[config.mk]
export PLATFORM = sky130hd
export DESIGN_NAME = cpu_boot_sequencer
export DESIGN_NICKNAME = d
export VERILOG_FILES = /design/src/rtl/cpu_pkg.sv /design/src/rtl/run_cycle_counter.sv /design/src/rtl/cpu_boot_sequencer.sv
export SDC_FILE = /design/constraint.sdc
export NUM_CORES = 1
export LEC_CHECK = 0
export BUFFER_PORTS_ARGS = -buffer_cell sky130_fd_sc_hd__buf_2
export CORE_ASPECT_RATIO = 0.75
export CORE_MARGIN = 10
export CORE_UTILIZATION = 43
export DETAILED_ROUTE_END_ITERATION = 10
export PLACE_DENSITY = 0.76
export SYNTH_ARGS = -nofsm -noshare
export SYNTH_HDL_FRONTEND = slang
export SYNTH_HIERARCHICAL = 1
export SYNTH_SLANG_ARGS = --single-unit
export TNS_END_PERCENT = 20
[constraint.sdc]
create_clock -name clk -period 1.95 [get_ports clk]
set_clock_uncertainty 0.1 [all_clocks]
set_input_delay 0.0975 -clock clk [delete_from_list [all_inputs] [get_ports clk]]
set_output_delay 0.0975 -clock clk [all_outputs]
set_load 0.02 [all_outputs]
[src/rtl/cpu_pkg.sv]
// Shared CPU definitions: boot-sequencer states, halt encoding
// and default core/memory dimensions.
package cpu_pkg;

  localparam int DEF_WIDTH = 32;
  localparam int DEF_DEPTH = 64;

  localparam logic [31:0] HALT_ECALL = 32'h0000_0073;

  typedef enum logic [2:0] {
    S_IDLE,
    S_LOAD,
    S_WRITE_LAST,
    S_RUN,
    S_HALTED,
    S_TIMEOUT
  } state_t;

endpackage

[src/rtl/run_cycle_counter.sv]
// 32-bit run-cycle counter with clear, enable and a terminal-count
// flag that freezes the count at MAX_CYCLES-1.
module run_cycle_counter #(
  parameter int MAX_CYCLES = 1024
) (
  input  logic        clk,
  input  logic        rst,
  input  logic        clr,
  input  logic        en,
  output logic [31:0] count,
  output logic        tc
);

  localparam logic [31:0] LAST = 32'(MAX_CYCLES - 1);

  assign tc = (count == LAST);

  always_ff @(posedge clk) begin
    if (rst || clr) begin
      count <= '0;
    end else if (en && !tc) begin
      count <= count + 32'd1;
    end
  end

endmodule

[src/rtl/cpu_boot_sequencer.sv]
// Run-control sequencer: loads a program into instruction memory,
// releases the core, and stops it on ecall or cycle budget.
module cpu_boot_sequencer
  import cpu_pkg::*;
#(
  parameter int WIDTH = DEF_WIDTH,
  parameter int DEPTH = DEF_DEPTH,
  parameter int ADDR_W = $clog2(DEPTH),
  parameter logic [WIDTH-1:0] HALT_INST = WIDTH'(HALT_ECALL),
  parameter int MAX_CYCLES = 1024
) (
  input  logic              clk,
  input  logic              rst,
  input  logic              load_req,
  input  logic [ADDR_W:0]   load_len,
  input  logic              run_req,
  input  logic              abort,
  input  logic              s_valid,
  input  logic [WIDTH-1:0]  s_data,
  output logic              s_ready,
  output logic              imem_we,
  output logic [ADDR_W-1:0] imem_addr,
  output logic [WIDTH-1:0]  imem_wdata,
  output logic              cpu_start,
  input  logic [WIDTH-1:0]  cpu_inst,
  input  logic [WIDTH-1:0]  cpu_pc,
  output logic              busy,
  output logic              halted,
  output logic              timeout,
  output logic              len_err,
  output logic [WIDTH-1:0]  halt_pc,
  output logic [31:0]       cycle_count
);

  localparam logic [ADDR_W:0] LEN_MAX = (ADDR_W+1)'(DEPTH);

  state_t          state;
  state_t          nxt;
  logic [ADDR_W:0] ptr;
  logic [ADDR_W:0] len;
  logic            accept;
  logic            len_ok;
  logic            load_go;
  logic            run_go;
  logic            hs;
  logic            is_halt;
  logic            tc;
  logic            cnt_clr;
  logic            cnt_en;

  always_comb begin
    accept  = (state == S_IDLE) || (state == S_HALTED)
           || (state == S_TIMEOUT);
    len_ok  = (load_len != '0) && (load_len <= LEN_MAX);
    load_go = accept && load_req && len_ok;
    run_go  = accept && !load_req && run_req;
    s_ready = (state == S_LOAD);
    hs      = s_ready && s_valid && !abort;
    is_halt = (cpu_inst == HALT_INST);
    cnt_clr = load_go || run_go || (state == S_WRITE_LAST);
    cnt_en  = (state == S_RUN);
  end

  always_comb begin
    nxt = state;
    unique case (state)
      S_IDLE, S_HALTED, S_TIMEOUT: begin
        if (load_go)     nxt = S_LOAD;
        else if (run_go) nxt = S_RUN;
      end
      S_LOAD: begin
        if (abort) nxt = S_IDLE;
        else if (hs && ptr == len - 1'b1) nxt = S_WRITE_LAST;
      end
      S_WRITE_LAST: nxt = S_RUN;
      S_RUN: begin
        if (abort)        nxt = S_IDLE;
        else if (is_halt) nxt = S_HALTED;
        else if (tc)      nxt = S_TIMEOUT;
      end
      default: nxt = S_IDLE;
    endcase
  end

  always_ff @(posedge clk) begin
    if (rst) begin
      state      <= S_IDLE;
      ptr        <= '0;
      len        <= '0;
      imem_we    <= 1'b0;
      imem_addr  <= '0;
      imem_wdata <= '0;
      cpu_start  <= 1'b0;
      busy       <= 1'b0;
      halted     <= 1'b0;
      timeout    <= 1'b0;
      len_err    <= 1'b0;
      halt_pc    <= '0;
    end else begin
      state     <= nxt;
      cpu_start <= (nxt == S_RUN);
      busy      <= (nxt == S_LOAD) || (nxt == S_WRITE_LAST)
                || (nxt == S_RUN);
      halted    <= (nxt == S_HALTED);
      timeout   <= (nxt == S_TIMEOUT);
      imem_we   <= hs;
      if (accept && load_req) begin
        len_err <= !len_ok;
      end
      if (load_go) begin
        len <= load_len;
        ptr <= '0;
      end
      if (load_go || run_go) begin
        halt_pc <= '0;
      end
      if (hs) begin
        imem_addr  <= ptr[ADDR_W-1:0];
        imem_wdata <= s_data;
        ptr        <= ptr + 1'b1;
      end
      // abort outranks a halt seen in the same cycle
      if (state == S_RUN && !abort && is_halt) begin
        halt_pc <= cpu_pc;
      end
    end
  end

  run_cycle_counter #(
    .MAX_CYCLES(MAX_CYCLES)
  ) u_cnt (
    .clk  (clk),
    .rst  (rst),
    .clr  (cnt_clr),
    .en   (cnt_en),
    .count(cycle_count),
    .tc   (tc)
  );

endmodule
==> run metrics, run 1 <==
status complete, but fails checks; failing checks setup timing; Wirelength per Cell 16.8 um; die area 17,100 sq um; Yosys top cell by area dfxtp_1; share of cells above drive strength 1 0.373; pwr dens 799 nW/um^2; Slowest cell on crit path a2111o_1; global-route wire length before repair 29.2 mm; YS warnings 6; GRT overflow 0; CTS max path bufs 2; synth unique cells 55; HPWL Detailed 12.1 mm; drt drc 0; worst hold slack 0.0916 ns; initial core utilization 0.447; Arr. time, crit path 2.26 ns; Mean Syn Cell Area 8.66 sq um; worst setup margin -0.0779 ns; CTS tree yes; register bit total from synthesis 125; Post-synth EDFFs 0; # rows 34; initial antenna violation count 4; reg2reg end cpu_start$_SDFF_PP0_; # fillers 870; via/cell ratio 5.20; All-Layer GR Usage 0.209; DR pass1 iterations 5; Final Wtd Congestion 0.860; Synth area leaders dfxtp_1 48%, nand2_1 6.8%, nor2_1 5.8%, a21oi_1 5.3%, a22oi_1 4.6%; nets@finish 1,051; H-tree depth 4; Synth Flop Type dfxtp_1; delay of the slowest critical-path stage 0.44 ns; setup slack, reg-to-reg -0.08 ns; Critical Path, Cell by Cell inv_2, ha_4, nor4bb_1, xnor2_1, a2111o_1, o2111a_1, nor3_2; CP delay by family, top compound AO/OA/AOI/OAI gates; Least-Margin Pin Slew 0.463 ns; most common cell after layout, fill and taps aside buf_2; Post-synth ARST share 0; Storage cell area 2520 sq um; Buf/Inv on CP 1; Net Count, Synth 720; Die Wd 148 um; clock slew at reported path FFs 0.06 ns; Finished Layout Cells 1,117; CTS Root Cell clkbuf_16; worst r2r path cells 7; crit path kind flip-flop to flip-flop; Critical Path RT 2.18 ns; Max VDD drop 0.000572 V; Die Y 116 um; hold path start rst; vias 5,808; Area growth syn-to-layout 59.3%; post-synthesis cell area 5270 sq um; CTS sink cnt 125; largest net degree at the start of global routing 94; setup violators final 3; period utilization 1.04; Setup crit start kind flip-flop; worst hold endpoint len[0]$_SDFFE_PP0P_; final-report hold violation count 0; I/O pin total 218; Buffers on Ports 217; max-cap viol count 0; RSZ-0062 raised after global routing yes; Core Area 11,800 sq um; Final Max Slew Viols 0; Crit path depth 7; commonest cells after routing, fill and taps aside 217 x buf_2, 116 x dfxtp_1, 95 x nand2_1, 80 x nor2_1, 72 x dlygate4sd3_1; minimum clock period 2.03 ns; total wire length 18.7 mm; Num CTS Buffers 17; Pleak 3.73 nW; post-synth top area share 0.475; number of global-route vias before repair 5,660; crit end category flip-flop; sequential share of the synthesized area 0.475; Max Clock Freq 493 MHz; post-synthesis cell count 608; multi-input logic area 2700 sq um; placed cell count 1,009; relative slew slack 0.692; DRT antenna net count 0; worst hold path type primary input to flip-flop; worst-path maximum fanout 4; Hold Crit Depth 3; worst-skew pair later-pin latency 0.40 ns; reg2reg start len[0]$_SDFFE_PP0P_; DRT iter0 DRCs 419
==> worst max path at each step <==
stage                              from                            to
floorplan           state[0]$_SDFF_PP0_  u_cnt/count[26]$_SDFFE_PP0P_
global placement    len[0]$_SDFFE_PP0P_          cpu_start$_SDFF_PP0_
detailed placement  len[0]$_SDFFE_PP0P_          cpu_start$_SDFF_PP0_
CTS                 len[0]$_SDFFE_PP0P_          cpu_start$_SDFF_PP0_
global route        len[1]$_SDFFE_PP0P_          cpu_start$_SDFF_PP0_
finish              len[0]$_SDFFE_PP0P_          cpu_start$_SDFF_PP0_
==> kinds of logic (layout without fill, tap and decap cells) <==
logic type	count (synthesis)	count (layout)	synth area share
buffers and inverters	42	385	0.0371
and+or+nand+nor	277	277	0.267
adders and majority gates	3	3	0.00713
xor gates and xnor gates	28	28	0.0466
muxes	7	7	0.0133
DFF	125	125	0.475
other	0	4	0
AOI/OAI and AO/OA	126	126	0.153
==> per-stage QoR <==
stage / setup TNS [ns] / area (sq um) / worst slack (ns) / total power, mW / util
floorplan: -0.0279 / 5310 / -0.0279 / 3.07 / -
global placement: -0.117 / 6940 / -0.0435 / 3.37 / 0.589
detailed placement: -0.693 / 6940 / -0.0947 / 3.38 / 0.589
CTS: -0.0987 / 8310 / -0.0518 / 6.70 / 0.705
global route: -0.712 / 8390 / -0.132 / 6.93 / 0.712
finish: -0.134 / 8390 / -0.0779 / 6.70 / 0.712
==> synth_stat cells (3+ instances only) <==
| master | number |
|---|---|
| a21oi_1 | 56 |
| a21oi_2 | 3 |
| a22oi_1 | 32 |
| and2_1 | 7 |
| and3_1 | 6 |
| buf_4 | 3 |
| clkbuf_1 | 27 |
| dfxtp_1 | 125 |
| ha_1 | 3 |
| inv_1 | 8 |
| mux2i_1 | 7 |
| nand2_1 | 95 |
| nand3_1 | 12 |
| nand3b_1 | 5 |
| nand4_1 | 13 |
| nor2_1 | 81 |
| nor3_1 | 6 |
| nor4_1 | 12 |
| nor4_4 | 3 |
| o21ai_0 | 9 |
| o21ai_1 | 4 |
| o31ai_1 | 7 |
| or2_2 | 4 |
| or3_1 | 11 |
| or4_1 | 5 |
| xnor2_1 | 8 |
| xor2_1 | 20 |
==> routing by layer <==
layer  share of wire  track usage  up-vias
met3           0.084       0.0721       37
li1                -            -     2816
met4           0.024       0.0883        0
met2            0.49        0.343      265
met1            0.40        0.247     2690
met5               0            0        -
==> where the power goes <==
group | internal (mW) | switching (mW) | total (mW)
clock | 2.04 | 1.16 | 3.21
sequential | 2.61 | 0.0355 | 2.64
combinational | 0.416 | 0.434 | 0.850
==> state kept, by name, indices dropped and copies added, names as in the netlist, 3 cells and up <==
| name | count |
|---|---|
| imem_addr | 6 |
| imem_wdata | 32 |
| u_cnt/count | 32 |
| halt_pc | 32 |
| state | 3 |
| ptr | 7 |
| len | 7 |
==> final cells by class <==
class	instances	area share
diodes	4	0.00119
inverters	8	0.00358
flip-flops and latches	125	0.301
multi-input cells	441	0.321
well taps	162	0.0242
clock buffers	18	0.0524
clock inverters	13	0.0200
repair buffers	346	0.277
==> worst min-delay path, stage by stage <==
cell and delay [ns]:
buf_2 0.13, buf_12 0.19, nor2_1 0.12
==> repair_timing <==
item                                    CTS  global route
buffers inserted                          1             0
hold endpoints to repair                 72             0
gates resized for setup                   8            15
endpoints found under the setup margin    8            62
pin swaps                                 6             7
hold buffers                             72             0
Note: power is estimated with default switching activity, not from simulation.
==> run 2, diff against run 1 <==
--- a/config.mk
+++ b/config.mk
@@ -8,9 +8,9 @@
 export BUFFER_PORTS_ARGS = -buffer_cell sky130_fd_sc_hd__buf_2
 export CORE_ASPECT_RATIO = 0.75
 export CORE_MARGIN = 10
-export CORE_UTILIZATION = 43
+export CORE_UTILIZATION = 48
 export DETAILED_ROUTE_END_ITERATION = 10
-export PLACE_DENSITY = 0.76
+export PLACE_DENSITY = 0.8
 export SYNTH_ARGS = -nofsm -noshare
 export SYNTH_HDL_FRONTEND = slang
 export SYNTH_HIERARCHICAL = 1
==> constraint.sdc (replaced) <==
create_clock -name clk -period 2.1 [get_ports clk]
set_clock_uncertainty 0.1 [all_clocks]
set_input_delay 0.105 -clock clk [delete_from_list [all_inputs] [get_ports clk]]
set_output_delay 0.105 -clock clk [all_outputs]
set_load 0.02 [all_outputs]
==> run 2 against run 1 <==
Net effect:
- the flow still finishes with violations (setup timing)
- sequential power fell by 7%
- clock power fell by 6.9%
- core utilization up 3.7 points
- critical endpoint unchanged
==> run metrics, run 2 (same netlist as run 1, synthesis figures left out) <==
status complete, but fails checks; failing checks setup timing; Largest regs halt_pc (32), imem_wdata (32), u_cnt/count (32); initial antenna violation count 3; Core Area 10,800 sq um; HPWL Detailed 12.3 mm; clock slew at reported path FFs 0.06 ns; largest net degree at the start of global routing 94; Final Wtd Congestion 0.895; global-route wire length before repair 29.9 mm; DRT antenna net count 0; Num CTS Buffers 17; initial core utilization 0.487; final-report hold violation count 0; worst-path maximum fanout 4; H-tree depth 4; Buffers on Ports 217; Wirelength per Cell 17.5 um; max-cap viol count 0; Max Clock Freq 475 MHz; setup slack, reg-to-reg -0.006 ns; GRT overflow 0; Die Wd 141 um; Least-Margin Pin Slew 0.455 ns; share of cells above drive strength 1 0.347; worst r2r path cells 7; placed cell count 964; crit path kind flip-flop to flip-flop; Critical Path RT 2.28 ns; die area 15,600 sq um; commonest cells after routing, fill and taps aside 217 x buf_2, 121 x dfxtp_1, 95 x nand2_1, 81 x nor2_1, 72 x dlygate4sd3_1; nets@finish 1,027; reg2reg end cpu_start$_SDFF_PP0_; reg2reg start len[1]$_SDFFE_PP0P_; CTS Root Cell clkbuf_16; Finished Layout Cells 1,072; via/cell ratio 5.44; hold path start rst; period utilization 1.00; drt drc 0; Area growth syn-to-layout 53.8%; Max VDD drop 0.000515 V; total chip power 6.21 mW; pwr dens 767 nW/um^2; vias 5,831; worst hold endpoint u_cnt/count[2]$_SDFFE_PP0P_; All-Layer GR Usage 0.228; DR pass1 iterations 5; relative slew slack 0.697; CTS tree yes; CTS max path bufs 2; most common cell after layout, fill and taps aside buf_2; setup violators final 1; Die Y 111 um; I/O pin total 218; number of global-route vias before repair 5,990; worst hold path type primary input to flip-flop; # fillers 727; minimum clock period 2.11 ns; Setup crit start kind flip-flop; # rows 33; worst setup margin -0.00560 ns; crit end category flip-flop; total wire length 18.8 mm; fin util 0.749; Final Max Slew Viols 0; RSZ-0062 raised after global routing yes; Pleak 3.55 nW; Hold Crit Depth 4; worst-skew pair later-pin latency 0.41 ns; CTS sink cnt 125; Arr. time, crit path 2.28 ns; DRT iter0 DRCs 499
## run 2: cell types whose count changed in the layout (fill, tap and decap cells not counted), sizes merged
cell,previous run,this run
buf,274,250
clkbuf,18,19
inv,9,10
clkinvlp,2,4
clkinv,7,4
## run 2: what timing repair did
item,in CTS,in global routing
endpoints found under the hold margin,72,0
hold buffers,72,0
gates cloned,0,0
buffers inserted,0,0
gates resized for setup,4,15
pin swaps,1,4
setup endpoints to repair,3,30
## run 2: how the worst max path moves through the flow
| stage | start | endpoint |
|---|---|---|
| 2_1_floorplan | u_cnt/count[0]$_SDFFE_PP0P_ | u_cnt/count[2]$_SDFFE_PP0P_ |
| 3_3_place_gp | len[0]$_SDFFE_PP0P_ | cpu_start$_SDFF_PP0_ |
| 3_5_place_dp | len[0]$_SDFFE_PP0P_ | cpu_start$_SDFF_PP0_ |
| 4_1_cts | len[0]$_SDFFE_PP0P_ | cpu_start$_SDFF_PP0_ |
| 5_1_grt | len[1]$_SDFFE_PP0P_ | cpu_start$_SDFF_PP0_ |
| 6_report | len[1]$_SDFFE_PP0P_ | cpu_start$_SDFF_PP0_ |
## run 2: area by class of cell
type	count	area, sq um	area share
sequential	125	2510	0.310
clock buffer	19	443	0.0547
antenna	4	10.0	0.00124
inverter	8	30.0	0.00371
multi-input combinational	441	2650	0.327
clock inverter	13	165	0.0204
tap	140	175	0.0216
timing repair buffer	322	2120	0.262
## run 2: worst max-delay path, cell delays in order, from the launching register on
cell and delay (ns):
dfxtp_2 0.33, inv_1 0.09, ha_4 0.16, nor4bb_1 0.40, xnor2_1 0.14, a2111o_1 0.46
a21oi_2 0.22, nor3_2 0.07
## run 2: per-layer routing
metal,global-route usage,wire length (um),vias to the layer above
li1,-,-,2751
met5,0,0,-
met1,0.256,7230,2731
met4,0.103,720,0
met3,0.0822,1670,72
met2,0.380,9170,277
## run 2: metrics by stage
stage / setup TNS, ns / hold slack, ns / setup WS [ns] / cell area, sq um
2_1_floorplan: 0 / 0.141 / 0.0467 / 5270
3_3_place_gp: 0 / 0.244 / 0.0692 / 6680
3_5_place_dp: -0.145 / 0.252 / -0.0728 / 6680
4_1_cts: 0 / 0.0937 / 0.00424 / 8020
5_1_grt: -0.494 / 0.113 / -0.0974 / 8100
6_report: -0.00560 / 0.110 / -0.00560 / 8100
## run 2: power by group
| group | switching [mW] | internal (mW) |
|---|---|---|
| Sequential | 0.0370 | 2.42 |
| Clock | 1.09 | 1.90 |
| Combinational | 0.399 | 0.362 |
| Total | 1.52 | 4.69 |
